## src/rtl/pc_fetch_unit_pkg.sv

```systemverilog
// Shared types and defaults for the PC fetch unit: FSM state encoding and address/instruction widths.
// No logic lives here; latency and backpressure belong to the modules that import it.
package pc_fetch_unit_pkg;

    localparam int          ADDR_W_DEF   = 16;
    localparam int          INSTR_W_DEF  = 16;
    localparam logic [15:0] RESET_PC_DEF = 16'h0000;

    typedef enum logic [1:0] {
        S_BOOT  = 2'd0,
        S_FETCH = 2'd1,
        S_STALL = 2'd2
    } fetch_state_t;

    function automatic logic is_redirect(input logic jump, input logic branch_taken);
        return jump | branch_taken;
    endfunction

endpackage

```

## src/rtl/pc_fetch_unit_next_sel.sv

```systemverilog
// Next-PC priority mux (jump > branch > sequential) with the branch adder; purely combinational.
// Zero latency, no flow control; o_redirect flags a non-sequential target.
module pc_next_sel
    import pc_fetch_unit_pkg::*;
#(
    parameter int ADDR_W = ADDR_W_DEF
) (
    input  logic [ADDR_W-1:0] i_pc_plus,
    input  logic              i_branch_taken,
    input  logic [ADDR_W-1:0] i_branch_offset,
    input  logic              i_jump,
    input  logic [ADDR_W-1:0] i_jump_target,
    output logic [ADDR_W-1:0] o_next_pc,
    output logic              o_redirect
);

    logic [ADDR_W-1:0] w_branch_target;

    // Plain ADDR_W-bit add: wraps modulo 2^ADDR_W by construction.
    assign w_branch_target = i_pc_plus + i_branch_offset;

    always_comb begin
        o_next_pc = i_pc_plus;
        if (i_jump) begin
            o_next_pc = i_jump_target;
        end else if (i_branch_taken) begin
            o_next_pc = w_branch_target;
        end
    end

    assign o_redirect = is_redirect(i_jump, i_branch_taken);

endmodule

```

## src/rtl/pc_fetch_unit.sv

```systemverilog
// Program counter plus instruction-fetch FSM with stall and redirect (flush) handling.
// One instruction per imem_ready; stall freezes fetch and drops same-cycle data; redirect beats stall.
module pc_fetch_unit
    import pc_fetch_unit_pkg::*;
#(
    parameter int                ADDR_W   = ADDR_W_DEF,
    parameter int                INSTR_W  = INSTR_W_DEF,
    parameter logic [ADDR_W-1:0] RESET_PC = RESET_PC_DEF
) (
    input  logic               clk,
    input  logic               rst,
    output logic [ADDR_W-1:0]  pc_out,
    input  logic [ADDR_W-1:0]  pc_plus,
    input  logic               stall,
    input  logic               branch_taken,
    input  logic [ADDR_W-1:0]  branch_offset,
    input  logic               jump,
    input  logic [ADDR_W-1:0]  jump_target,
    output logic               imem_req,
    output logic [ADDR_W-1:0]  imem_addr,
    input  logic               imem_ready,
    input  logic [INSTR_W-1:0] imem_rdata,
    output logic [INSTR_W-1:0] instr_out,
    output logic [ADDR_W-1:0]  instr_pc,
    output logic               instr_valid
);

    fetch_state_t       r_state;
    logic [ADDR_W-1:0]  r_pc;
    logic               r_imem_req;
    logic [INSTR_W-1:0] r_instr_out;
    logic [ADDR_W-1:0]  r_instr_pc;
    logic               r_instr_valid;

    logic [ADDR_W-1:0]  w_next_pc;
    logic               w_redirect;

    pc_next_sel #(.ADDR_W(ADDR_W)) u_next_sel (
        .i_pc_plus       (pc_plus),
        .i_branch_taken  (branch_taken),
        .i_branch_offset (branch_offset),
        .i_jump          (jump),
        .i_jump_target   (jump_target),
        .o_next_pc       (w_next_pc),
        .o_redirect      (w_redirect)
    );

    always_ff @(posedge clk) begin
        if (rst) begin
            r_state       <= S_BOOT;
            r_pc          <= RESET_PC;
            r_imem_req    <= 1'b0;
            r_instr_out   <= '0;
            r_instr_pc    <= '0;
            r_instr_valid <= 1'b0;
        end else if (w_redirect) begin
            // Flush: abandon any in-flight fetch and ignore stall and same-cycle ready.
            r_state       <= S_FETCH;
            r_pc          <= w_next_pc;
            r_imem_req    <= 1'b1;
            r_instr_valid <= 1'b0;
        end else begin
            case (r_state)
                S_BOOT: begin
                    r_state    <= S_FETCH;
                    r_imem_req <= 1'b1;
                end
                S_FETCH: begin
                    if (stall) begin
                        r_state    <= S_STALL;
                        r_imem_req <= 1'b0;
                    end else if (imem_ready) begin
                        r_instr_out   <= imem_rdata;
                        r_instr_pc    <= r_pc;
                        r_instr_valid <= 1'b1;
                        r_pc          <= w_next_pc;
                    end else begin
                        r_instr_valid <= 1'b0;
                    end
                end
                S_STALL: begin
                    // Decode takes the held instruction on the release cycle, so it is not re-presented.
                    if (!stall) begin
                        r_state       <= S_FETCH;
                        r_imem_req    <= 1'b1;
                        r_instr_valid <= 1'b0;
                    end
                end
                default: begin
                    r_state    <= S_BOOT;
                    r_imem_req <= 1'b0;
                end
            endcase
        end
    end

    assign pc_out      = r_pc;
    assign imem_req    = r_imem_req;
    assign imem_addr   = r_pc;
    assign instr_out   = r_instr_out;
    assign instr_pc    = r_instr_pc;
    assign instr_valid = r_instr_valid;

endmodule

```

## config.mk

```make
export PLATFORM = sky130hd
export DESIGN_NAME = pc_fetch_unit
export DESIGN_NICKNAME = d
export VERILOG_FILES = /design/src/rtl/pc_fetch_unit_pkg.sv /design/src/rtl/pc_fetch_unit_next_sel.sv /design/src/rtl/pc_fetch_unit.sv
export SDC_FILE = /design/constraint.sdc
export NUM_CORES = 1
export LEC_CHECK = 0
export CORE_MARGIN = 4
export CORE_UTILIZATION = 45
export DETAILED_ROUTE_END_ITERATION = 10
export DONT_BUFFER_PORTS = 1
export HOLD_SLACK_MARGIN = 0.06
export PLACE_DENSITY = 0.71
export SETUP_SLACK_MARGIN = 0.15
export SLEW_MARGIN = 20
export SYNTH_ARGS = -nofsm -noshare
export SYNTH_HDL_FRONTEND = slang
export SYNTH_SLANG_ARGS = --single-unit
```

## constraint.sdc

```tcl
create_clock -name clk -period 2.3 [get_ports clk]
set_input_delay 0.345 -clock clk [delete_from_list [all_inputs] [get_ports clk]]
set_output_delay 0.345 -clock clk [all_outputs]
set_load 0.02 [all_outputs]
```

==> metrics.txt, run 1 <==
drc violations 0; worst path cell trace ha_1 > fa_1 > a21oi_1 > o221ai_1 > a41oi_1 > mux2i_1 > a211oi_1; clock share of power 27.3%; CP Max Fanout 3; TritonCTS buffer count 5; top cell type's share of synthesized area 33.68%; most frequent cell after synthesis nand2_1; Peak VDD IR 0.2165 mV; final wirelength 8088 um; synth warn 0; via count 2733; Clock Tree Root clkbuf_8; Nets 463; min-delay worst type in2reg; Hold-fix buffers, CTS 0; Worst Path Class, Setup in2reg; final RePlAce weighted congestion 0.8640; initial core utilization 47.58%; post-synthesis cell count 404; Slew Limit Headroom 61.84%; largest net degree at the start of global routing 56; power per cell area 612.6 nW/um^2; Post-Syn Area 3090 um^2; met1 WL 3453 um; syn_nets 490; global-route wire length before repair 13030 um; Power Internal 1325 uW; Worst-Margin Slew 0.5716 ns; crit path capture type register; Startpoint Class primary input; Antenna diodes 0; Clock Path Buffers 2; Tmin final 1.957 ns; Vias/cell 6.007; total global-route track usage 19.09%; # port buffers 0; Avg Cell Area, Syn 7.650 um^2; CTS-repair resized insts 0; Setup TNS Final 0 ns; num ports 136; final hold vios 0; # H-tree levels 2; Die Width 90.87 um; core area 6495 um^2; hpwl dp 6170 um; sw power 583.2 uW; number of global-route vias before repair 2514; Worst path max stage delay 0.42 ns; DR iter-0 viols 153; die area 8257 um^2; Crit-path slowest cell a41oi_1; initial antenna violation count 0; TritonCTS clock tree built; Seq/Total Area, Yosys 33.68%; FFs w/ async S/R, synth 0%; post-CTS setup buffers 0; static leakage 0.001160 uW; status finished, final reports clean; predominant post-synthesis flop cell dfxtp_1; Die Ht 90.87 um; Critical Path RT 2.51 ns; sequential power share 55.1%; Finished Layout Cells 455; Pre-antenna DRT Iters 5; clock slew at reported path FFs 0.09 ns; Core Rows 29; endpoints failing setup 0; Synth cell types 53; RSZ-0062 raised after global routing no; grt total ovfl 0; Post-Place Cells 447; Worst Clk Skew 0.005494 ns; #FFs+latches synth 52; Post-synth EDFFs 0; Switching Share 30.56%; Final Slew Violations 0; Synth top cells by count nand2_1 (93), a21oi_1 (52), dfxtp_1 (52); Top Metal Used met4; DR WL/cell 17.78 um; Fmax 511.1 MHz; share of cells above drive strength 1 4.497%; area delta synth->final 0.8098%; Sink Count 52; fillers 653; Comb pwr share 17.6%; post-route ant nets 0; largest area contributor in the netlist dfxtp_1; met2 wire len 3986 um; Max-Cap Viols 0; top post-synthesis cells by area dfxtp_1 (34%), nand2_1 (11%), a21oi_1 (8.4%); Tcrit/Tclk final 85.07%; Arr. time, crit path 2.17 ns; met3 wire len 519 um; clk_lat worst skew 0.29 ns
critical path, delay by kind of cell:
kind | cells | cell delay [ns]
fa+ha+maj | 2 | 0.60
mux | 1 | 0.13
compound gates | 4 | 1.09
layout make-up:
class                   instances  area [um^2]  share of cell area [%]
repair buffers                  6        45.04                   1.446
clock inverters                 1        7.507                  0.2410
clock buffers                   7        86.33                   2.771
flip-flops and latches         52         1041                   33.41
multi-input cells             302         1802                   57.83
inverters                      10        37.54                   1.205
well taps                      77        96.34                   3.092
cell usage in the layout (no fill, tap or decap), types with 2 or more instances in the layout:
cell and count:
o211ai_1 5, ha_1 15, and3_1 2, a221o_1 4, inv_1 10, nand2_1 93
nor3_1 9, xnor2_1 3, o22ai_1 2, dfxtp_1 52, o21bai_1 3, mux2i_1 14
clkbuf_8 6, nand2b_1 3, nor2b_1 2, a21o_1 4, nand3_1 9, xor2_1 6
a21boi_0 2, a31oi_1 5, nand4_1 3, and2_1 2, a211oi_1 5, buf_4 6
a41oi_1 2, o21ai_0 13, o21ai_1 2, nor2_1 19, o31ai_1 2, a21oi_1 52
through the flow:
stage | utilization, % | area [um^2] | hold slack, ns | setup WS (ns) | power, uW
finish | 47.97 | 3115 | 0.1191 | 0.3435 | 1908
global placement | 46.52 | 3022 | 0.4178 | 0.1008 | 1400
detailed placement | 46.52 | 3022 | 0.4220 | 0.05303 | 1408
floorplan | - | 3090 | 0.4810 | 0.2104 | 1381
CTS | 47.97 | 3115 | 0.09565 | 0.3503 | 1940
global route | 47.97 | 3115 | 0.08892 | 0.2958 | 2018
cell families (layout without fill, tap and decap cells):
group | after synthesis | after routing | share of synthesized area (%)
AO/OA/AOI/OAI | 112 | 112 | 22.59
XOR/XNOR | 9 | 9 | 2.551
adder cells (fa/ha/maj) | 16 | 16 | 6.721
buffers and inverters | 50 | 24 | 8.219
flip-flops | 52 | 52 | 33.68
multiplexers | 14 | 14 | 4.534
AND/OR/NAND/NOR | 151 | 151 | 21.70
registers in the layout (all words and copies together) (netlist names):
register	count
instr_valid	1
instr_out	16
r_state	2
imem_req	1
instr_pc	16
imem_addr	16
path summary, 6_finish.rpt:
path,from,endpoint,slack (ns),depth (start not counted)
worst max register to register,r_state[1]$_SDFFE_PP0P_,imem_addr[8]$_SDFFE_PP0P_,0.49,5
worst max-delay path,pc_plus[0],imem_addr[10]$_SDFFE_PP0P_,0.34,7
worst min-delay path,rst,instr_pc[15]$_SDFFE_PP0P_,0.12,1
worst min register to register,instr_pc[12]$_SDFFE_PP0P_,instr_pc[12]$_SDFFE_PP0P_,0.55,2
power by group through the flow:
stage          sequential (uW)  combinational, uW  clock, uW
3_5_place_dp              1080                332          0
4_1_cts                   1050                334        552
3_3_place_gp              1080                324          0
5_1_grt                   1060                377        581
6_report                  1050                336        520
2_1_floorplan             1020                356          0
routing by layer:
metal	GRT usage, %	up-vias
met5	0	-
met4	6.281	0
met3	3.750	10
met2	31.50	103
met1	24.94	1272
li1	-	1348
Note: power is estimated with default switching activity, not from simulation.
==> run 2, diff against run 1 <==
--- a/config.mk
+++ b/config.mk
@@ -5,12 +5,15 @@
 export SDC_FILE = /design/constraint.sdc
 export NUM_CORES = 1
 export LEC_CHECK = 0
+export ABC_CLOCK_PERIOD_IN_PS = 2300
 export CORE_MARGIN = 4
 export CORE_UTILIZATION = 45
 export DETAILED_ROUTE_END_ITERATION = 10
 export DONT_BUFFER_PORTS = 1
+export GPL_TIMING_DRIVEN = 0
 export HOLD_SLACK_MARGIN = 0.06
 export PLACE_DENSITY = 0.71
+export RECOVER_POWER = 100
 export SETUP_SLACK_MARGIN = 0.15
 export SLEW_MARGIN = 20
 export SYNTH_ARGS = -nofsm -noshare
==> run 2 against run 1 <==
Utilization grew 1.7 points. Clock power shrank 2%. Total power up 2.3%. Cell area rose by 3.6%. First-iteration DRC count down 5.2%. Routed wire length is 8.8% higher. Worst setup slack worse by 0.079 ns. Largest power group unchanged.
==> metrics.txt, run 2 (synthesized netlist as in run 1, its figures left out) <==
Nets 497; Max-Cap Viols 0; Min Hold Slack 0.1660 ns; static leakage 0.001191 uW; Startpoint Class register; fillers 659; endpoints failing setup 0; Critical Path RT 2.53 ns; min-delay worst type in2reg; die area 8257 um^2; Post-Place Cells 481; Sink Count 52; worst path cell trace clkbuf_1 > nand4bb_1 > nor3_4 > clkbuf_1 > nand2_1 > a21oi_1; initial antenna violation count 0; Vias/cell 5.826; TritonCTS clock tree built; Pre-antenna DRT Iters 4; clk_lat worst skew 0.30 ns; Worst Path Class, Setup reg2reg; Power Internal 1302 uW; share of cells above drive strength 1 3.883%; post-CTS setup buffers 0; Final Instance Area 3228 um^2; Antenna diodes 0; grt total ovfl 0; total global-route track usage 20.48%; CP Max Fanout 10; Die Width 90.87 um; most common cell after layout, fill and taps aside nand2_1; Setup TNS Final 0 ns; Worst Clk Skew 0.007385 ns; Crit-path slowest cell nand4bb_1; # H-tree levels 2; # port buffers 0; final hold vios 0; Tcrit/Tclk final 88.51%; initial core utilization 47.58%; reg2reg setup slack 0.26 ns; Finished Layout Cells 489; final wirelength 8796 um; number of global-route vias before repair 2816; Worst Hold End instr_out[12]$_SDFFE_PP0P_; num ports 136; final RePlAce weighted congestion 0.8289; Fmax 491.2 MHz; Comb pwr share 21.4%; Final Slew Violations 0; Clock Path Buffers 2; Worst path max stage delay 0.48 ns; Clock Tree Root clkbuf_8; hold path startpoint imem_rdata[12]; drc violations 0; most frequent cells in the layout nand2_1 (93), a21oi_1 (52), dfxtp_1 (52); delay-heaviest family, CP simple AND/OR/NAND/NOR gates; sequential power share 52.4%; Reg2Reg Depth 6; largest net degree at the start of global routing 17; Tmin final 2.036 ns; status finished, final reports clean; Critical R2R Capture instr_out[10]$_SDFFE_PP0P_; Peak VDD IR 0.2584 mV; RSZ-0062 raised after global routing no; post-route ant nets 0; Critical path buffers and inverters 2; global-route wire length before repair 13860 um; core area 6495 um^2; RR Startpoint r_state[1]$_SDFFE_PP0P_; Overall Power 1952 uW; Worst-Margin Slew 0.5719 ns; area delta synth->final 4.454%; sw power 649.8 uW; Arr. time, crit path 2.27 ns; DR WL/cell 17.99 um; hpwl dp 6991 um; Slew Limit Headroom 61.88%; clock slew at reported path FFs 0.09 ns; clock share of power 26.1%; Core Rows 29; most frequent CP cell clkbuf_1; area post-placement 3187 um^2; Die Ht 90.87 um; power per cell area 604.8 nW/um^2; Switching Share 33.28%; via count 2849; crit path capture type register; Hold Path Cell Cnt 2; TritonCTS buffer count 5; DR iter-0 viols 145
run 2: stage by stage:
stage	setup slack (ns)	util (%)
2_1_floorplan	0.2104	-
3_3_place_gp	-0.06733	49.07
3_5_place_dp	-0.07524	49.07
4_1_cts	0.2240	50.41
5_1_grt	0.07702	49.70
6_report	0.2642	49.70
run 2: worst max-delay path by stage:
stage                                        from                    endpoint  slack, ns  cells after the start
after CTS                              pc_plus[0]  imem_addr[10]$_SDFFE_PP0P_       0.22                      7
after floorplan                        pc_plus[0]  imem_addr[10]$_SDFFE_PP0P_       0.21                      7
after global placement                 pc_plus[0]  imem_addr[10]$_SDFFE_PP0P_      -0.07                      7
final                     r_state[1]$_SDFFE_PP0P_  instr_out[10]$_SDFFE_PP0P_       0.26                      6
after global routing      r_state[1]$_SDFFE_PP0P_   instr_out[3]$_SDFFE_PP0P_       0.08                      6
after detailed placement               pc_plus[0]  imem_addr[10]$_SDFFE_PP0P_      -0.08                      7
run 2: layout make-up:
class / count / area [um^2] / area share, %
Multi-Input combinational cell: 302 / 1809 / 56.05
Sequential cell: 52 / 1041 / 32.25
Clock buffer: 5 / 68.82 / 2.132
Clock inverter: 3 / 18.77 / 0.5814
Inverter: 10 / 37.54 / 1.163
Tap cell: 77 / 96.34 / 2.984
Buffer: 40 / 156.4 / 4.845
run 2: what timing repair did:
item | in CTS | in global routing
endpoints found under the setup margin | 0 | 7
endpoints found under the hold margin | 0 | 0
hold buffers | 0 | 0
resized for setup | 0 | 4
run 2: per-layer routing:
layer / global-route usage [%] / share of wire, % / up-vias
met5: 0 / 0 / -
met4: 7.412 / 2.4 / 0
met3: 6.167 / 8.0 / 18
met2: 36.13 / 49 / 112
met1: 23.24 / 40 / 1300
li1: - / - / 1419
run 2: power by group through the flow:
stage	logic (uW)	registers [uW]	clock network (uW)
after floorplan	356	1020	0
after global placement	423	1040	0
after detailed placement	431	1050	0
after CTS	433	1020	526
after global routing	465	1030	561
final	419	1020	510
==> run 3, diff against run 2 <==
--- a/config.mk
+++ b/config.mk
@@ -15,6 +15,7 @@
 export PLACE_DENSITY = 0.71
 export RECOVER_POWER = 100
 export SETUP_SLACK_MARGIN = 0.15
+export SKIP_CTS_REPAIR_TIMING = 1
 export SLEW_MARGIN = 20
 export SYNTH_ARGS = -nofsm -noshare
 export SYNTH_HDL_FRONTEND = slang
==> results of run 3 <==
Final layout, timing and power as in run 2 (identical DEF).
